## src/rtl/serial_adder_nibbles.sv

```systemverilog
// Multi-cycle adder: adds one 4-bit nibble pair per clock, LSB first,
// with a registered carry, and produces a (4*NIBBLES+1)-bit result.
module serial_adder_nibbles #(
    parameter int NIBBLES = 4
) (
    input  logic                 i_w_clk,
    input  logic                 i_w_rst_n,
    input  logic                 i_w_start,
    input  logic [4*NIBBLES-1:0] i_w_a,
    input  logic [4*NIBBLES-1:0] i_w_b,
    output logic [4*NIBBLES:0]   o_w_s,
    output logic                 o_w_busy,
    output logic                 o_w_done
);

    localparam int W  = 4 * NIBBLES;
    localparam int IW = (NIBBLES > 1) ? $clog2(NIBBLES) : 1;
    localparam logic [IW-1:0] LAST = IW'(NIBBLES - 1);

    // state   | meaning
    // IDLE    | waiting for start; operands captured on start
    // RUN     | one nibble slice added per cycle
    // DONE    | accumulator copied to the result, done pulsed
    typedef enum logic [1:0] {
        ST_IDLE,
        ST_RUN,
        ST_DONE
    } state_t;

    state_t        state_q, state_d;
    logic [W-1:0]  a_q, a_d;
    logic [W-1:0]  b_q, b_d;
    logic [W:0]    acc_q, acc_d;
    logic [W:0]    s_q, s_d;
    logic          carry_q, carry_d;
    logic [IW-1:0] idx_q, idx_d;
    logic          done_q, done_d;

    logic [3:0]    nib_a;
    logic [3:0]    nib_b;
    logic [4:0]    sum;

    always_ff @(posedge i_w_clk or negedge i_w_rst_n) begin
        if (!i_w_rst_n) begin
            state_q <= ST_IDLE;
            a_q     <= '0;
            b_q     <= '0;
            acc_q   <= '0;
            s_q     <= '0;
            carry_q <= 1'b0;
            idx_q   <= '0;
            done_q  <= 1'b0;
        end else begin
            state_q <= state_d;
            a_q     <= a_d;
            b_q     <= b_d;
            acc_q   <= acc_d;
            s_q     <= s_d;
            carry_q <= carry_d;
            idx_q   <= idx_d;
            done_q  <= done_d;
        end
    end

    // Constant-index slice select keeps the mux free of variable part-selects.
    always_comb begin
        nib_a = '0;
        nib_b = '0;
        for (int i = 0; i < NIBBLES; i++) begin
            if (idx_q == IW'(i)) begin
                nib_a = a_q[4*i +: 4];
                nib_b = b_q[4*i +: 4];
            end
        end
        sum = {1'b0, nib_a} + {1'b0, nib_b} + {4'b0000, carry_q};
    end

    always_comb begin
        state_d = state_q;
        a_d     = a_q;
        b_d     = b_q;
        acc_d   = acc_q;
        s_d     = s_q;
        carry_d = carry_q;
        idx_d   = idx_q;
        done_d  = 1'b0;
        case (state_q)
            ST_IDLE: begin
                if (i_w_start) begin
                    a_d     = i_w_a;
                    b_d     = i_w_b;
                    acc_d   = '0;
                    carry_d = 1'b0;
                    idx_d   = '0;
                    state_d = ST_RUN;
                end
            end
            ST_RUN: begin
                for (int i = 0; i < NIBBLES; i++) begin
                    if (idx_q == IW'(i)) acc_d[4*i +: 4] = sum[3:0];
                end
                carry_d = sum[4];
                if (idx_q == LAST) begin
                    acc_d[W] = sum[4];
                    idx_d    = '0;
                    state_d  = ST_DONE;
                end else begin
                    idx_d = idx_q + 1'b1;
                end
            end
            ST_DONE: begin
                s_d     = acc_q;
                done_d  = 1'b1;
                state_d = ST_IDLE;
            end
            default: state_d = ST_IDLE;
        endcase
    end

    assign o_w_s    = s_q;
    assign o_w_busy = (state_q != ST_IDLE);
    assign o_w_done = done_q;

endmodule
```

## config.mk

```make
export PLATFORM = sky130hd
export DESIGN_NAME = serial_adder_nibbles
export DESIGN_NICKNAME = d
export VERILOG_FILES = /design/src/rtl/serial_adder_nibbles.sv
export SDC_FILE = /design/constraint.sdc
export NUM_CORES = 1
export LEC_CHECK = 0
export ABC_AREA = 1
export BUFFER_PORTS_ARGS = -buffer_cell sky130_fd_sc_hd__buf_4
export CAP_MARGIN = 20
export CELL_PAD_IN_SITES_DETAIL_PLACEMENT = 0
export CELL_PAD_IN_SITES_GLOBAL_PLACEMENT = 1
export CORE_UTILIZATION = 42
export DETAILED_ROUTE_END_ITERATION = 8
export HOLD_SLACK_MARGIN = 0.1
export PLACE_DENSITY = 0.88
export SYNTH_ARGS = -nofsm -noshare
export SYNTH_HDL_FRONTEND = slang
export SYNTH_SLANG_ARGS = --single-unit
```

## constraint.sdc

```tcl
create_clock -name i_w_clk -period 2.95 [get_ports i_w_clk]
set_input_delay 0.1475 -clock i_w_clk [delete_from_list [all_inputs] [get_ports i_w_clk]]
set_output_delay 0.1475 -clock i_w_clk [all_outputs]
set_load 0.01 [all_outputs]
```

==> results.yml, run 1 <==
run_status:
  outcome: "completed"
place:
  port_buffers: 53
  gp_congestion: 0.8505
  place_inst: 521
  dp_hpwl_um: 4758
  pre_cts_ws_ns: 0.2087
power:
  switching_power_mw: 1.926
  switching_share: 0.4240
  vdd_drop_max_mv: 0.4372
  internal_power_mw: 2.617
  p_clk_frac: 0.146
  p_comb_frac: 0.479
  p_leak_nw: 2.247
  pwr-share-seq: 0.374
  power_density_nw_per_um2: 1068
synth:
  netlist.top_cell.by_area: "dfrtp_1"
  netlist_instances: 378
  synth_nets: 422
  yosys_register_bits: 72
  yosysSeqAreaShare: 0.5479
  syn-mean-instance-area_um2: 8.699
  async_flop_share: 1.000
  synth_edf_count: 0
  netlist_area_um2: 3288
  synth.area.top_cells: "dfrtp_1 55%, nand2_1 21%, ha_1 2.7%"
  yosys.cell_types.count: 33
  yosys.area.top_type_share: 0.5479
  ys.warnings.count: 0
  synth_flop_cell: "dfrtp_1"
sta:
  tns_ns: 0
  hold_violations: 0
  post-route-min-period_ns: 2.749
  max_clock_freq_mhz: 363.8
  setup_viol: 0
  finClkSkew_ns: 0.01194
  rsz0062_at_grt: "false"
  worst_pin_slew_ns: 0.9072
  slew_violations: 0
  slew_headroom: 0.3952
  fin_crit_sh: 0.9318
  holdWs_ns: 0.4199
  fin_ws_ns: 0.2011
worst_hold_path:
  holdPathStages: 3
  worst_hold_path_type: "in2reg"
floorplanning:
  core_um2: 7408
  die_h_um: 90.48
  initial_core_util: 0.4438
  row_count: 31
  ios: 54
  die_area_um2: 8187
  die_w_um: 90.48
run:
  max-cap-violations: 0
critical_path:
  r2r_cells: 16
  worstPathRequired_ns: 3.23
  end_kind: "flop"
  critPathKind: "reg2reg"
  cp_max_fo: 7
  cp_data_arrival_time_ns: 3.03
  cp-start-kind: "flop"
layout:
  area_growth_pct: 29.30
  utilization: 0.5739
  num_antenna_cells: 0
  fin_nets: 513
  stdcell_count: 573
  drive_above_1_share: 0.1983
grt:
  overflow: 0
  grt_max_degree: 73
  antenna_found_initial: 0
  grt_pass1_wl_um: 12400
  grt_usage: 0.1906
  grt_pass1_vias: 2662
detailed_routing:
  wire_per_inst_um: 12.21
  avgViaCountPerCell: 4.754
  vias: 2724
  drc_errors: 0
  dr.pass1.iters: 4
  ant_nets: 0
  drtIter0Drc: 123
  wirelength_um: 6996
clock_network:
  clock_path_buffers: 2
  clk_latency_ns: 0.35
  numCtsBuffers: 9
  htree_levels: 3
  cts-root-buf: "clkbuf_8"
  cts_tree: "yes"
  cts_num_sinks: 72
  cts.clk_slew.worst_paths_ns: 0.08
[state kept, by name (all words and copies together), names as in the netlist]
register,flops
acc_q,17
o_w_s,17
a_q,16
b_q,16
idx_q,2
state_q,2
carry_q,1
o_w_done,1
[layout make-up]
cell class / count / area (µm²)
clock buffer: 10 / 127.6
clock inverter: 6 / 36.28
fill: 694 / 3157
inverter: 28 / 110.1
multi-input combinational: 265 / 1271
sequential: 72 / 1802
tap: 99 / 123.9
timing repair buffer: 93 / 780.7
[critical path: stages (launching register included)]
cell	delay [ns]
dfrtp_1	0.42
inv_1	0.11
ha_1	0.16
inv_1	0.09
nor2_4	0.19
nand2_1	0.07
nand2_1	0.05
o21ai_0	0.07
nand2_1	0.06
o21ai_0	0.10
fa_1	0.44
fa_1	0.37
inv_1	0.13
o21ai_2	0.08
a21oi_2	0.16
nand2_1	0.08
o21ai_1	0.09
[synth_stat cells, types with 2 or more instances]
master      n
dfrtp_1    72
nand2_1   187
nor2_1      2
o22ai_1     3
buf_6       4
buf_2       7
fa_1        2
o21ai_2     3
ha_1        7
a21oi_1    11
nand4_1     4
inv_2       3
nand2_4     2
o21ai_1    13
o21ai_0    12
o211ai_1    2
nand3_1     6
inv_1      22
inv_4       2
[cells in the final DEF, fill, tap and decap left out, types with 4 or more instances in the layout]
cell type      Yosys  final
a21oi_1           11     11
buf_4              1     60
clkbuf_8           0      9
clkinv_2           0      4
dfrtp_1           72     72
dlygate4sd3_1      0     33
ha_1               7      6
inv_1             22     22
nand2_1          187    187
nand3_1            6      6
nand4_1            4      4
o21ai_0           12     12
o21ai_1           13     13
[layer usage]
| layer | routed length [µm] | vias up | global-route usage |
|---|---|---|---|
| met5 | 0 | - | 0 |
| met1 | 3171 | 1290 | 0.2488 |
| met4 | 117 | 0 | 0.07392 |
| met2 | 3428 | 62 | 0.3062 |
| met3 | 278 | 10 | 0.04545 |
| li1 | - | 1362 | - |
[cells by family after synthesis]
logic type | share of synthesized area
compound gates | 0.08524
fa+ha+maj | 0.03881
buf+inv | 0.06621
flops | 0.5479
simple gates | 0.2618
[what timing repair did]
action,4_1_cts,5_1_grt
endpoints found under the hold margin,104,0
setup buffers,0,3
resized for setup,0,1
endpoints found under the setup margin,0,2
hold buffers,33,0
[power by group through the flow]
stage / clock (mW) / sequential, mW / combinational, mW
floorplan: 0 / 1.69 / 1.48
CTS: 0.681 / 1.70 / 2.15
global route: 0.734 / 1.75 / 2.50
detailed placement: 0 / 1.72 / 2.10
global placement: 0 / 1.71 / 2.05
finish: 0.665 / 1.70 / 2.18
[final timing paths]
| kind | end | from | slack (ns) |
|---|---|---|---|
| worst max-delay path | acc_q[10] | idx_q[0] | 0.20 |
| min in group asynchronous | o_w_s[16] | i_w_rst_n | 0.43 |
| worst min register to register | o_w_s[0] | o_w_s[0] | 0.47 |
| worst max register to register | acc_q[10] | idx_q[0] | 0.20 |
| max in group asynchronous | o_w_s[1] | i_w_rst_n | 1.89 |
| worst min-delay path | state_q[0] | i_w_start | 0.42 |
[stage by stage]
stage	power, mW	cell area, µm²
after floorplan	3.179	3288
after global placement	3.754	3732
after detailed placement	3.818	3732
after CTS	4.535	4227
after global routing	4.982	4252
final	4.542	4252
No activity file was read; power rests on OpenSTA's default activity.
==> run 2, diff against run 1 <==
--- a/config.mk
+++ b/config.mk
@@ -15,4 +15,5 @@
 export HOLD_SLACK_MARGIN = 0.1
 export PLACE_DENSITY = 0.88
+export SETUP_SLACK_MARGIN = 0.05
 export SYNTH_ARGS = -nofsm -noshare
 export SYNTH_HDL_FRONTEND = slang
==> constraint.sdc (replaced) <==
create_clock -name i_w_clk -period 2.95 [get_ports i_w_clk]
set_input_delay 0.1475 -clock i_w_clk [delete_from_list [all_inputs] [get_ports i_w_clk]]
set_output_delay 0.1475 -clock i_w_clk [all_outputs]
set_load 0.1 [all_outputs]
==> run 2 against run 1 <==
Against the previous run:
- fmax grew 2.7%
- cell count grew 0.17%
- critical endpoint unchanged
- via count is essentially flat
- clock skew shrank 0.00087 ns
- sequential share of layout area shrank 0.10 points
- non-clock buffer count grew 1
- flip-flop and latch count is the same
- clock-buffer cell count is the same
- hold slack gained 0.0017 ns
- core utilization grew 0.14 points
- design area grew 0.24%
==> results.yml, run 2 (synthesis gave the netlist of run 1 again) <==
run_status:
  outcome: "completed"
sta:
  tns_ns: 0
  fin_crit_sh: 0.9071
  setup_viol: 0
  slew_headroom: 0.3962
  finClkSkew_ns: 0.01107
  rsz0062_at_grt: "false"
  post-route-min-period_ns: 2.676
  max_clock_freq_mhz: 373.7
  worst_pin_slew_ns: 0.9057
  slew_violations: 0
  hold_violations: 0
layout:
  fillers: 693
  seqCellArea_um2: 1802
  fin_nets: 514
  drive_above_1_share: 0.2021
  final_common_cell: "nand2_1"
  num_antenna_cells: 0
  multiInputGateArea_um2: 1274
  layout_common_cells: "187 x nand2_1, 72 x dfrtp_1, 61 x buf_4, 33 x dlygate4sd3_1, 22 x inv_1"
  area_growth_pct: 29.60
grt:
  antenna_found_initial: 0
  overflow: 0
  grt_pass1_wl_um: 12400
  grt_usage: 0.1906
  grt_pass1_vias: 2662
  grt_max_degree: 73
detailed_routing:
  wl_met1_um: 3209
  wirelength_um: 7049
  ant_nets: 0
  drtIter0Drc: 114
  avgViaCountPerCell: 4.742
  drc_errors: 0
  wire_per_inst_um: 12.28
  met2WireLength_um: 3458
  wl_met3_um: 269
  dr.pass1.iters: 4
  vias: 2722
  top_layer_used: "met4"
floorplanning:
  die_h_um: 90.48
  die_w_um: 90.48
  die_area_um2: 8187
  initial_core_util: 0.4438
  ios: 54
  core_um2: 7408
  row_count: 31
clock_network:
  cts_tree: "yes"
  clock_path_buffers: 2
  cts-root-buf: "clkbuf_8"
  clk_latency_ns: 0.35
  cts_num_sinks: 72
  cts.clk_slew.worst_paths_ns: 0.08
  htree_levels: 3
  numCtsBuffers: 9
critical_path:
  critPathKind: "reg2reg"
  cp-start-kind: "flop"
  cp_max_fo: 6
  cp_slowest_cell: "dfrtp_1"
  end_kind: "flop"
  cp_slowest_stage_delay_ns: 0.42
  cp_data_arrival_time_ns: 2.96
  path_common_cell: "nand2_1"
  crit_chain: "inv_1 > ha_1 > inv_1 > nor2_4 > nand2_1 > nand2_1 > o21ai_0 > nand2_1 > o21ai_0 > fa_2 > fa_1 > inv_1 > o21ai_2 > a21oi_2 > nand2_1 > o21ai_1"
  worstPathRequired_ns: 3.23
worst_hold_path:
  worst_hold_path_type: "in2reg"
place:
  dp_hpwl_um: 4758
  gp_congestion: 0.8505
  port_buffers: 53
run:
  max-cap-violations: 0
==> run 2: changes by cell type in the layout (fill, tap and decap cells not counted) <==
cell,change
buf_4,+1
fa_1,-1
fa_2,+1
==> run 2: worst paths after layout <==
kind | start | endpoint | slack [ns] | cells past startpoint
worst max-delay path | idx_q[0] | acc_q[10] | 0.27 | 16
worst min-delay path | i_w_start | state_q[0] | 0.42 | 3
worst max register to register | idx_q[0] | acc_q[10] | 0.27 | 16
worst min register to register | o_w_s[0] | o_w_s[0] | 0.47 | 2
max in group asynchronous | i_w_rst_n | o_w_s[1] | 1.89 | 2
min in group asynchronous | i_w_rst_n | o_w_s[16] | 0.43 | 2
==> run 2: per-stage QoR <==
| step | cells | worst slack (ns) | hold slack, ns | utilization | instance area [µm²] |
|---|---|---|---|---|---|
| finish | 574 | 0.2740 | 0.4216 | 0.5752 | 4262 |
| global route | 574 | 0.03431 | 0.4728 | 0.5752 | 4262 |
| CTS | 570 | 0.2071 | 0.4139 | 0.5705 | 4227 |
| detailed placement | 521 | 0.2087 | 0.3284 | 0.5038 | 3732 |
| global placement | 521 | 0.3193 | 0.3169 | 0.5038 | 3732 |
| floorplan | 378 | 0.4052 | -0.1481 | - | 3288 |
==> run 2: repair_timing <==
item / 4_1_cts / 5_1_grt
setup buffers: 0 / 4
endpoints found under the setup margin: 0 / 9
gates resized for setup: 0 / 2
hold endpoints to repair: 104 / 0
hold buffers: 33 / 0
==> run 2: critical path, delay by kind of cell (launching register included) <==
kind | cells | cell delay (ns)
AOI/OAI and AO/OA | 5 | 0.50
adders and majority gates | 3 | 0.90
buffers and inverters | 3 | 0.34
DFF | 1 | 0.42
and+or+nand+nor | 5 | 0.43
==> run 2: layout make-up <==
type | count | area share
clock buffers | 10 | 0.02995
multi-input cells | 265 | 0.2989
well taps | 99 | 0.02907
repair buffers | 94 | 0.1850
flip-flops and latches | 72 | 0.4228
inverters | 28 | 0.02584
clock inverters | 6 | 0.008514
==> run 2: per-layer routing <==
layer | track usage | vias to the layer above
met2 | 0.3062 | 59
met5 | 0 | -
li1 | - | 1363
met4 | 0.07392 | 0
met1 | 0.2488 | 1290
met3 | 0.04545 | 10
Power of run 2 is not shown: default switching activity piles up to over one toggle a cycle in this logic, so the estimate is an artifact.
==> run 3, diff against run 2 <==
Settings changed: ABC_AREA 1 to unset, CORE_UTILIZATION 42 to 44.
==> run 3 against run 2 <==
Against the previous run:
- critical path depth decreased by 5
- register-to-register slack improved by 0.03 ns
- fmax increased by 1.2%
- routed wire length decreased by 12%
- via count decreased by 19%
- largest cell class unchanged
==> results.yml, run 3 <==
run_status:
  outcome: "completed"
place:
  place_inst: 401
  gp_congestion: 0.8313
  dp_hpwl_um: 4178
  port_buffers: 53
  placed_area_um2: 3605
synth:
  netlist.top_cell.by_area: "dfrtp_1"
  yosys_register_bits: 72
  synth_common_cells: "72 x dfrtp_1, 37 x nand2_1, 36 x mux2_2, 30 x o21ai_0, 20 x a21oi_1"
  synth_nets: 307
  synth_flop_cell: "dfrtp_1"
  synth_edf_count: 0
  yosys.cell_types.count: 26
  netlist_instances: 263
  syn-mean-instance-area_um2: 11.90
  yosysMostFrequentCell: "dfrtp_1"
  netlist_area_um2: 3129
  yosys.area.top_type_share: 0.5758
  async_flop_share: 1.000
  yosysSeqAreaShare: 0.5758
  synth.area.top_cells: "dfrtp_1 58%, mux2_2 13%, o21ai_0 4.8%"
  ys.warnings.count: 0
sta:
  worst_pin_slew_ns: 0.8711
  post-route-min-period_ns: 2.644
  hold_violations: 0
  fin_crit_sh: 0.8962
  slew_violations: 0
  holdWs_ns: 0.4750
  finClkSkew_ns: 0.01140
  rsz0062_at_grt: "false"
  tns_ns: 0
  setup_viol: 0
  slew_headroom: 0.4193
  max_clock_freq_mhz: 378.2
power:
  finalPower_mw: 5.136
  p_leak_nw: 1.932
  vdd_drop_max_mv: 0.5078
  power_density_nw_per_um2: 1229
floorplanning:
  die_h_um: 86.33
  row_count: 30
  core_um2: 6832
  die_area_um2: 7453
  initial_core_util: 0.4581
  ios: 54
  die_w_um: 86.33
critical_path:
  cp-start-kind: "flop"
  worstPathRequired_ns: 3.24
  r2r_cells: 11
  crit_buf_inv: 1
  cp_slowest_stage_delay_ns: 0.44
  path_depth: 11
  cp_slowest_cell: "dfrtp_1"
  crit_chain: "inv_1 > ha_2 > nand2_1 > o21ai_0 > a22oi_1 > fa_1 > fa_1 > nor2b_1 > o21ai_0 > nand2b_1 > a22o_1"
  cp_max_fo: 10
  critPathKind: "reg2reg"
  cp_data_arrival_time_ns: 2.93
  end_kind: "flop"
  crit_family: "adder cells"
detailed_routing:
  drc_errors: 0
  drtIter0Drc: 91
  wirelength_um: 6201
  dr.pass1.iters: 4
  vias: 2208
  ant_nets: 0
  wire_per_inst_um: 13.75
  avgViaCountPerCell: 4.896
grt:
  antenna_found_initial: 0
  grt_max_degree: 73
  grt_usage: 0.1923
  overflow: 0
  grt_pass1_wl_um: 10780
  grt_pass1_vias: 2267
clock_network:
  numCtsBuffers: 9
  cts_num_sinks: 72
  clock_path_buffers: 2
  clk_latency_ns: 0.35
  cts-root-buf: "clkbuf_8"
  htree_levels: 3
  cts.clk_slew.worst_paths_ns: 0.08
  cts_tree: "yes"
layout:
  multiInputGateArea_um2: 1236
  area_growth_pct: 33.51
  drive_above_1_share: 0.3211
  num_antenna_cells: 0
  stdcell_count: 451
  fillers: 610
  final_common_cell: "dfrtp_1"
  fin_nets: 394
  final_cell_area_um2: 4178
  layout_common_cells: "72 x dfrtp_1, 56 x buf_4, 37 x nand2_1, 36 x mux2_2, 34 x dlygate4sd3_1"
  seqCellArea_um2: 1802
run:
  max-cap-violations: 0
worst_hold_path:
  worst_hold_path_type: "in2async"
[run 3: final timing paths]
check / from / slack [ns] / to
hold reg to reg: acc_q[9] / 0.49 / acc_q[9]
setup / recovery: idx_q[0] / 0.31 / acc_q[16]
hold / removal: i_w_rst_n / 0.47 / o_w_s[6]
setup reg to reg: idx_q[0] / 0.31 / acc_q[16]
min in group i_w_clk: acc_q[9] / 0.49 / acc_q[9]
max in group asynchronous: i_w_rst_n / 1.91 / b_q[10]
[run 3: worst register-to-register path: cells and delay by family, from the launching register on]
family | cells | cell delay [ns]
and+or+nand+nor | 3 | 0.33
buffers and inverters | 1 | 0.12
AOI/OAI and AO/OA | 4 | 0.50
DFF | 1 | 0.44
adders and majority gates | 3 | 1.20
[run 3: what timing repair did]
action                                  4_1_cts  5_1_grt
endpoints found under the hold margin       105        0
hold buffers                                 34        0
gates resized for setup                       0        4
endpoints found under the setup margin        0        6
setup buffers                                 0        0
[run 3: report_power, final]
| part | internal (mW) | leakage [nW] | switching (mW) | total (mW) |
|---|---|---|---|---|
| Combinational | 0.932 | 0.920 | 1.67 | 2.61 |
| Clock | 0.480 | 0.107 | 0.367 | 0.847 |
| Sequential | 1.42 | 0.905 | 0.261 | 1.68 |
| Total | 2.83 | 1.93 | 2.30 | 5.14 |
[run 3: layer usage]
metal	share of wire	global-route usage	up-vias
met4	0.010	0.05455	0
met5	0	0	-
met3	0.039	0.06476	8
li1	-	-	1074
met1	0.43	0.2285	1075
met2	0.52	0.3326	51
[run 3: cells by family after synthesis]
group,Yosys count,synth area share
compound gates,60,0.1064
xor+xnor,2,0.005599
fa+ha+maj,9,0.04078
buf+inv,25,0.03598
flops,72,0.5758
mux,46,0.1651
simple gates,49,0.07037
[run 3: cell type report]
cell class | instances | area share
Clock buffer | 10 | 0.03055
Clock inverter | 6 | 0.02156
Inverter | 11 | 0.009883
Multi-Input combinational cell | 166 | 0.2959
Sequential cell | 72 | 0.4313
Tap cell | 96 | 0.02875
Timing Repair Buffer | 90 | 0.1821
[run 3: stage by stage]
stage	util	worst slack, ns
CTS	0.6093	0.1024
detailed placement	0.5277	0.1244
global route	0.6115	0.09167
finish	0.6115	0.3062
global placement	0.5277	0.2187
floorplan	-	0.4000
